## src/rtl/point_uart_tx.sv

```systemverilog
`default_nettype none
// ============================================================================
// Module   : point_uart_tx
// Brief    : Streams a point list over an 8N1 UART. A frame is a 2-byte point
//            count (MSB first) followed by each point as 4 bytes, MSB first.
//            Points are read from an external memory with one cycle latency.
// Revision : 1.0 - initial release
// ============================================================================
module point_uart_tx #(
  parameter int CLKS_PER_BIT = 217
) (
  input  logic        clk,
  input  logic        reset,
  input  logic        start,
  input  logic [10:0] num_pts,
  output logic [10:0] index,
  input  logic [29:0] point,
  output logic        busy,
  output logic        done,
  output logic        tx
);

  localparam logic [15:0] c_baud_last    = 16'(CLKS_PER_BIT - 1);
  localparam logic [15:0] c_baud_prelast = 16'(CLKS_PER_BIT - 2);
  localparam logic [3:0]  c_bit_stop     = 4'd9;

  typedef enum logic [3:0] {
    IDLE   = 4'd0,
    HDR_HI = 4'd1,
    HDR_LO = 4'd2,
    FETCH  = 4'd3,
    PT_B3  = 4'd4,
    PT_B2  = 4'd5,
    PT_B1  = 4'd6,
    PT_B0  = 4'd7,
    FIN    = 4'd8
  } state_t;

  state_t      r_state;
  state_t      w_next_state;

  logic [10:0] r_count;
  logic [10:0] r_index;
  logic [23:0] r_word;

  logic        r_ser_active;
  logic [3:0]  r_bit_cnt;
  logic [15:0] r_baud_cnt;
  logic [7:0]  r_shift;
  logic        r_tx;

  logic        w_accept;
  logic        w_load;
  logic [7:0]  w_load_byte;
  logic        w_fetch;
  logic        w_word_shift;
  logic        w_idx_inc;
  logic        w_byte_end;
  logic        w_pre_end;
  logic [10:0] w_idx_next;
  logic        w_last_point;

  // Last cycle of the stop bit, and the cycle just before it. The fetch and
  // index advance are keyed off the latter so the next start bit follows
  // the stop bit with no gap.
  assign w_byte_end   = r_ser_active && (r_bit_cnt == c_bit_stop) && (r_baud_cnt == c_baud_last);
  assign w_pre_end    = r_ser_active && (r_bit_cnt == c_bit_stop) && (r_baud_cnt == c_baud_prelast);
  assign w_idx_next   = r_index + 11'd1;
  assign w_last_point = (w_idx_next == r_count);

  assign index = r_index;
  assign busy  = (r_state != IDLE) && (r_state != FIN);
  assign done  = (r_state == FIN);
  assign tx    = r_tx;

  // Frame state register.
  always_ff @(posedge clk or posedge reset) begin
    if (reset) r_state <= IDLE;
    else       r_state <= w_next_state;
  end

  // Frame sequencing: picks the next state and the byte handed to the serializer.
  always_comb begin
    w_next_state = r_state;
    w_accept     = 1'b0;
    w_load       = 1'b0;
    w_load_byte  = 8'h00;
    w_fetch      = 1'b0;
    w_word_shift = 1'b0;
    w_idx_inc    = 1'b0;
    unique case (r_state)
      IDLE: begin
        if (start) begin
          w_accept     = 1'b1;
          w_next_state = HDR_HI;
        end
      end
      HDR_HI: begin
        // First byte waits one cycle after acceptance so the start bit lands
        // on the edge after the start sample.
        if (!r_ser_active) begin
          w_load      = 1'b1;
          w_load_byte = {5'b0, r_count[10:8]};
        end else if (w_byte_end) begin
          w_load       = 1'b1;
          w_load_byte  = r_count[7:0];
          w_next_state = HDR_LO;
        end
      end
      HDR_LO: begin
        if (r_count == 11'd0) begin
          if (w_byte_end) w_next_state = FIN;
        end else if (w_pre_end) begin
          w_next_state = FETCH;
        end
      end
      FETCH: begin
        // Coincides with the last stop-bit cycle of the previous byte.
        w_fetch      = 1'b1;
        w_load       = 1'b1;
        w_load_byte  = {2'b00, point[29:24]};
        w_next_state = PT_B3;
      end
      PT_B3: begin
        if (w_byte_end) begin
          w_load       = 1'b1;
          w_load_byte  = r_word[23:16];
          w_word_shift = 1'b1;
          w_next_state = PT_B2;
        end
      end
      PT_B2: begin
        if (w_byte_end) begin
          w_load       = 1'b1;
          w_load_byte  = r_word[23:16];
          w_word_shift = 1'b1;
          w_next_state = PT_B1;
        end
      end
      PT_B1: begin
        if (w_byte_end) begin
          w_load       = 1'b1;
          w_load_byte  = r_word[23:16];
          w_word_shift = 1'b1;
          w_next_state = PT_B0;
        end
      end
      PT_B0: begin
        // The last point keeps index at count-1 and finishes its stop bit.
        if (w_last_point) begin
          if (w_byte_end) w_next_state = FIN;
        end else if (w_pre_end) begin
          w_idx_inc    = 1'b1;
          w_next_state = FETCH;
        end
      end
      FIN: begin
        w_next_state = IDLE;
      end
      default: begin
        w_next_state = IDLE;
      end
    endcase
  end

  // Latched count, point-memory address and the remaining bytes of the point.
  always_ff @(posedge clk or posedge reset) begin
    if (reset) begin
      r_count <= 11'd0;
      r_index <= 11'd0;
      r_word  <= 24'd0;
    end else begin
      if (w_accept) begin
        r_count <= num_pts;
        r_index <= 11'd0;
      end else if (w_idx_inc) begin
        r_index <= w_idx_next;
      end
      if (w_fetch)           r_word <= point[23:0];
      else if (w_word_shift) r_word <= {r_word[15:0], 8'h00};
    end
  end

  // Byte serializer: start bit, 8 data bits LSB first, stop bit.
  always_ff @(posedge clk or posedge reset) begin
    if (reset) begin
      r_ser_active <= 1'b0;
      r_bit_cnt    <= 4'd0;
      r_baud_cnt   <= 16'd0;
      r_shift      <= 8'h00;
      r_tx         <= 1'b1;
    end else if (w_load) begin
      r_ser_active <= 1'b1;
      r_bit_cnt    <= 4'd0;
      r_baud_cnt   <= 16'd0;
      r_shift      <= w_load_byte;
      r_tx         <= 1'b0;
    end else if (r_ser_active) begin
      if (r_baud_cnt == c_baud_last) begin
        r_baud_cnt <= 16'd0;
        if (r_bit_cnt == c_bit_stop) begin
          r_ser_active <= 1'b0;
          r_bit_cnt    <= 4'd0;
          r_tx         <= 1'b1;
        end else begin
          r_bit_cnt <= r_bit_cnt + 4'd1;
          r_tx      <= (r_bit_cnt == 4'd8) ? 1'b1 : r_shift[0];
          r_shift   <= {1'b0, r_shift[7:1]};
        end
      end else begin
        r_baud_cnt <= r_baud_cnt + 16'd1;
      end
    end
  end

endmodule
`default_nettype wire

```

## config.mk

```make
export PLATFORM = sky130hd
export DESIGN_NAME = point_uart_tx
export DESIGN_NICKNAME = d
export VERILOG_FILES = /design/src/rtl/point_uart_tx.sv
export SDC_FILE = /design/constraint.sdc
export NUM_CORES = 1
export LEC_CHECK = 0
export CORE_ASPECT_RATIO = 0.9
export CORE_MARGIN = 3
export CORE_UTILIZATION = 50
export CTS_CLUSTER_SIZE = 10
export DETAILED_ROUTE_END_ITERATION = 10
export PLACE_DENSITY = 0.78
export SLEW_MARGIN = 20
export SYNTH_ARGS = -nofsm -noshare
export SYNTH_HDL_FRONTEND = slang
export SYNTH_SLANG_ARGS = --single-unit
```

## constraint.sdc

```tcl
create_clock -name clk -period 2.55 [get_ports clk]
set_clock_uncertainty 0.05 [all_clocks]
set_input_delay 0.51 -clock clk [delete_from_list [all_inputs] [get_ports clk]]
set_output_delay 0.51 -clock clk [all_outputs]
set_load 0.005 [all_outputs]
```

==> run_results.csv <==
group,metric,value,unit
final_layout,syn2layout_area_growth,33.1,%
power_and_ir_drop,p_switching,0.000575,W
synthesis,synth_flop_cell,"dfrtp_1",
power_and_ir_drop,p_seq_share,56.4,%
worst_setup_path,timing.rr.end,"index[2]",
synthesis,ys_async_sr_fraction,100,%
floorplan,rows,31,
clock_network,h-tree-depth,3,
job,drv_cap,0,
final_layout,drive_above_1_share,19.2,%
synthesis,synth_nets,546,
status,status,"finished with violations",
timing,post-route-period-util,103,%
clock_network,cts_tree,"yes",
min_path,hold_class,"reg2reg",
timing,rsz0062_at_grt,"yes",
worst_setup_path,start_kind,"flip-flop",
timing,max-slew-margin-rel,53.2,%
power_and_ir_drop,cellPowerDensity,393,mW/mm^2
route,wirelength,12000,um
final_layout,antenna_cells,0,
power_and_ir_drop,leakagePower,2.55,nW
timing,drv_slew,0,
synthesis,yosysWarnings,0,
final_layout,final_nets,642,
timing,layout_setup_ws,-0.0749,ns
clock_network,clk_root_buffer_cell,"clkbuf_8",
grt,use_met2,38.0,%
floorplan,die_h,95.2,um
worst_setup_path,cp.arrival,2.83,ns
clock_network,clk_pin_slew_worst_paths,0.09,ns
synthesis,synthCells,499,
grt,top_usage_layer,"met2",
worst_setup_path,setup.worst_path.start,"index[1]",
placed_design,pre_cts_ws,-0.140,ns
timing,max_freq,381,MHz
final_layout,fin_util,70.6,%
synthesis,synth_cell_types,59,
worst_setup_path,r2r_slack,-0.07,ns
power_and_ir_drop,power_frac_comb,5.6,%
timing,hold_viol_final,0,
worst_setup_path,rr_worst_depth,9,
synthesis,seq_area_frac_synth,45.3,%
route,via_per_inst,5.96,
floorplan,core_region_area,0.00834,mm^2
grt,track_usage,23.5,%
status,violations,"setup timing",
min_path,hold_end,"tx",
timing,final-setup-viol-count,7,
clock_network,cts_inserted_buffers,9,
worst_setup_path,rr_startpoint,"index[1]",
route,final_antenna_net_count,0,
timing,worstMarginPinSlew,0.697,ns
floorplan,die_area,0.0100,mm^2
synthesis,synth_area,0.00442,mm^2
synthesis,avgSynthCellArea,8.86,um^2
placed_design,place_hpwl,8130,um
grt,grt_first_pass_wirelength,18800,um
power_and_ir_drop,intPower,0.00174,W
floorplan,ios,58,
worst_setup_path,cp.required,2.75,ns
placed_design,gp_congestion,0.884,
clock_network,insertion_delay,0.36,ns
grt,grt_max_degree,49,
placed_design,io_buffer_count,57,
route,dr.pass1.iters,6,
route,drc,0,
worst_setup_path,critPathMaxFanout,7,
worst_setup_path,path_class,"reg2reg",
worst_setup_path,end_kind,"flip-flop",
floorplan,start_util,53.0,%
route,wl_per_cell,16.8,um
power_and_ir_drop,max-vdd-ir-drop,0.250,mV
clock_network,clock_path_buffers,2,
grt,grt_pass1_vias,3973,
floorplan,die_w,105,um
min_path,whs_path_depth,2,
synthesis,synth_edf_count,0,
synthesis,ys_ff_latch,80,
min_path,hp-start,"tx",
clock_network,cts.sinks,80,
timing,finalCriticalPeriod,2.62,ns
grt,antenna_found_initial,0,
route,drtIter0Drc,308,
power_and_ir_drop,switching_share,24.8,%
grt,gr-usage-met3,5.42,%
power_and_ir_drop,clock_power_share,38.0,%
grt,gr-total-overflow,0,
grt,grt.met1_usage,31.7,%
route,via_count,4258,
-- power groups by stage --
stage	combinational [W]	clock, W	sequential, W
floorplan	0.0000421	0	0.00133
global placement	0.000127	0	0.00133
detailed placement	0.000129	0	0.00133
CTS	0.000130	0.000897	0.00131
global route	0.000143	0.000949	0.00131
finish	0.000129	0.000880	0.00131
-- worst max-delay path, stage by stage (launching register included) --
cell	delay [ns]
dfrtp_1	0.46
nand4_1	0.21
or3_1	0.43
a31oi_1	0.22
nand4_1	0.17
nor4_2	0.35
buf_4	0.22
buf_6	0.11
nor4b_2	0.04
a221o_1	0.27
-- repair_timing --
action                     in CTS  in global routing
cloned                          1                  1
pin swaps                       1                 12
buffers inserted                0                 13
hold buffers                    0                  0
resized for setup               2                 41
setup endpoints to repair      13                 27
-- placed cells by master, fill, tap and decap left out, types with 7 or more instances in the layout --
cell type        Yosys  layout
inv_1                9       8
buf_4                0      44
nand2_1            113     112
a31oi_1              8       8
mux2i_1             19      19
clkbuf_8             0       9
nor2_1              35      32
dfrtp_1             79      74
xor2_1               8       7
nand3_1             20      20
nor3_1               9       8
clkdlybuf4s50_1      0      57
o21ai_0             50      48
a222oi_1             7       7
a21oi_1              9       8
-- per-stage QoR --
stage / total power (W) / instance area [um^2] / instances / hold slack [ns] / setup TNS [ns]
final: 0.00232 / 5880 / 715 / 0.429 / -0.354
after global routing: 0.00240 / 5880 / 715 / 0.477 / -1.78
after CTS: 0.00233 / 5590 / 701 / 0.438 / -0.102
after detailed placement: 0.00146 / 5390 / 684 / 0.425 / -1.42
after global placement: 0.00146 / 5390 / 684 / 0.416 / 0
after floorplan: 0.00137 / 4430 / 499 / 0.417 / 0
-- final cells by class --
class	instances	area (um^2)
fillers	602	2450
multi-input cells	384	2450
flip-flops and latches	80	2010
repair buffers	111	1060
well taps	115	144
clock buffers	10	128
clock inverters	6	51.3
inverters	9	37.5
-- routing by layer --
layer	share of wire (%)	vias up
li1	-	1983
met1	42	2033
met2	48	209
met3	7.8	33
met4	2.3	0
met5	0	-
-- synth_stat cells, types with 3 or more instances --
cell type | number | share of area [%]
nor4_1 | 8 | 1.1
nor4b_1 | 5 | 0.99
a211oi_1 | 3 | 0.51
a222oi_1 | 7 | 1.6
nor2b_1 | 6 | 0.85
a221o_1 | 6 | 1.4
nand3_1 | 20 | 2.3
or3_1 | 8 | 1.1
nand2_1 | 113 | 9.6
mux2_2 | 4 | 1.0
dfrtp_1 | 79 | 45
o21ai_0 | 50 | 5.7
xor2_1 | 8 | 1.6
nand4_1 | 6 | 0.85
xnor2_1 | 8 | 1.6
a31oi_1 | 8 | 1.1
and4_1 | 5 | 0.99
nor3_1 | 9 | 1.0
inv_1 | 9 | 0.76
clkbuf_1 | 20 | 1.7
nand2b_1 | 3 | 0.42
buf_2 | 5 | 0.57
nor2_1 | 35 | 3.0
ha_1 | 3 | 0.85
a22oi_1 | 3 | 0.51
mux2i_1 | 19 | 4.3
a21oi_1 | 9 | 1.0
-- flip-flops by register name (all words and copies together), names as in the netlist --
| register | flops |
|---|---|
| r_bit_cnt | 4 |
| index | 11 |
| r_baud_cnt | 16 |
| r_state | 4 |
| r_ser_active | 1 |
| r_count | 11 |
| r_shift | 8 |
| tx | 1 |
| r_word | 24 |
-- logic make-up (layout without fill, tap and decap cells) --
group | count (synthesis) | after routing | synth area share, %
muxes | 23 | 23 | 5.32
DFF | 80 | 80 | 45.3
xor gates and xnor gates | 17 | 17 | 3.68
adders and majority gates | 3 | 3 | 0.849
and+or+nand+nor | 234 | 234 | 25.4
AOI/OAI and AO/OA | 106 | 107 | 16.0
buffers and inverters | 36 | 136 | 3.54
-- worst max-delay path by stage --
| stage | to | slack (ns) | cells past startpoint |
|---|---|---|---|
| global route | index[2] | -0.18 | 9 |
| finish | index[2] | -0.07 | 9 |
| detailed placement | index[6] | -0.14 | 7 |
| floorplan | index[0] | 0.02 | 8 |
| CTS | r_state[2] | -0.02 | 8 |
| global placement | index[0] | 0.005 | 7 |
Note: power is estimated with default switching activity, not from simulation.
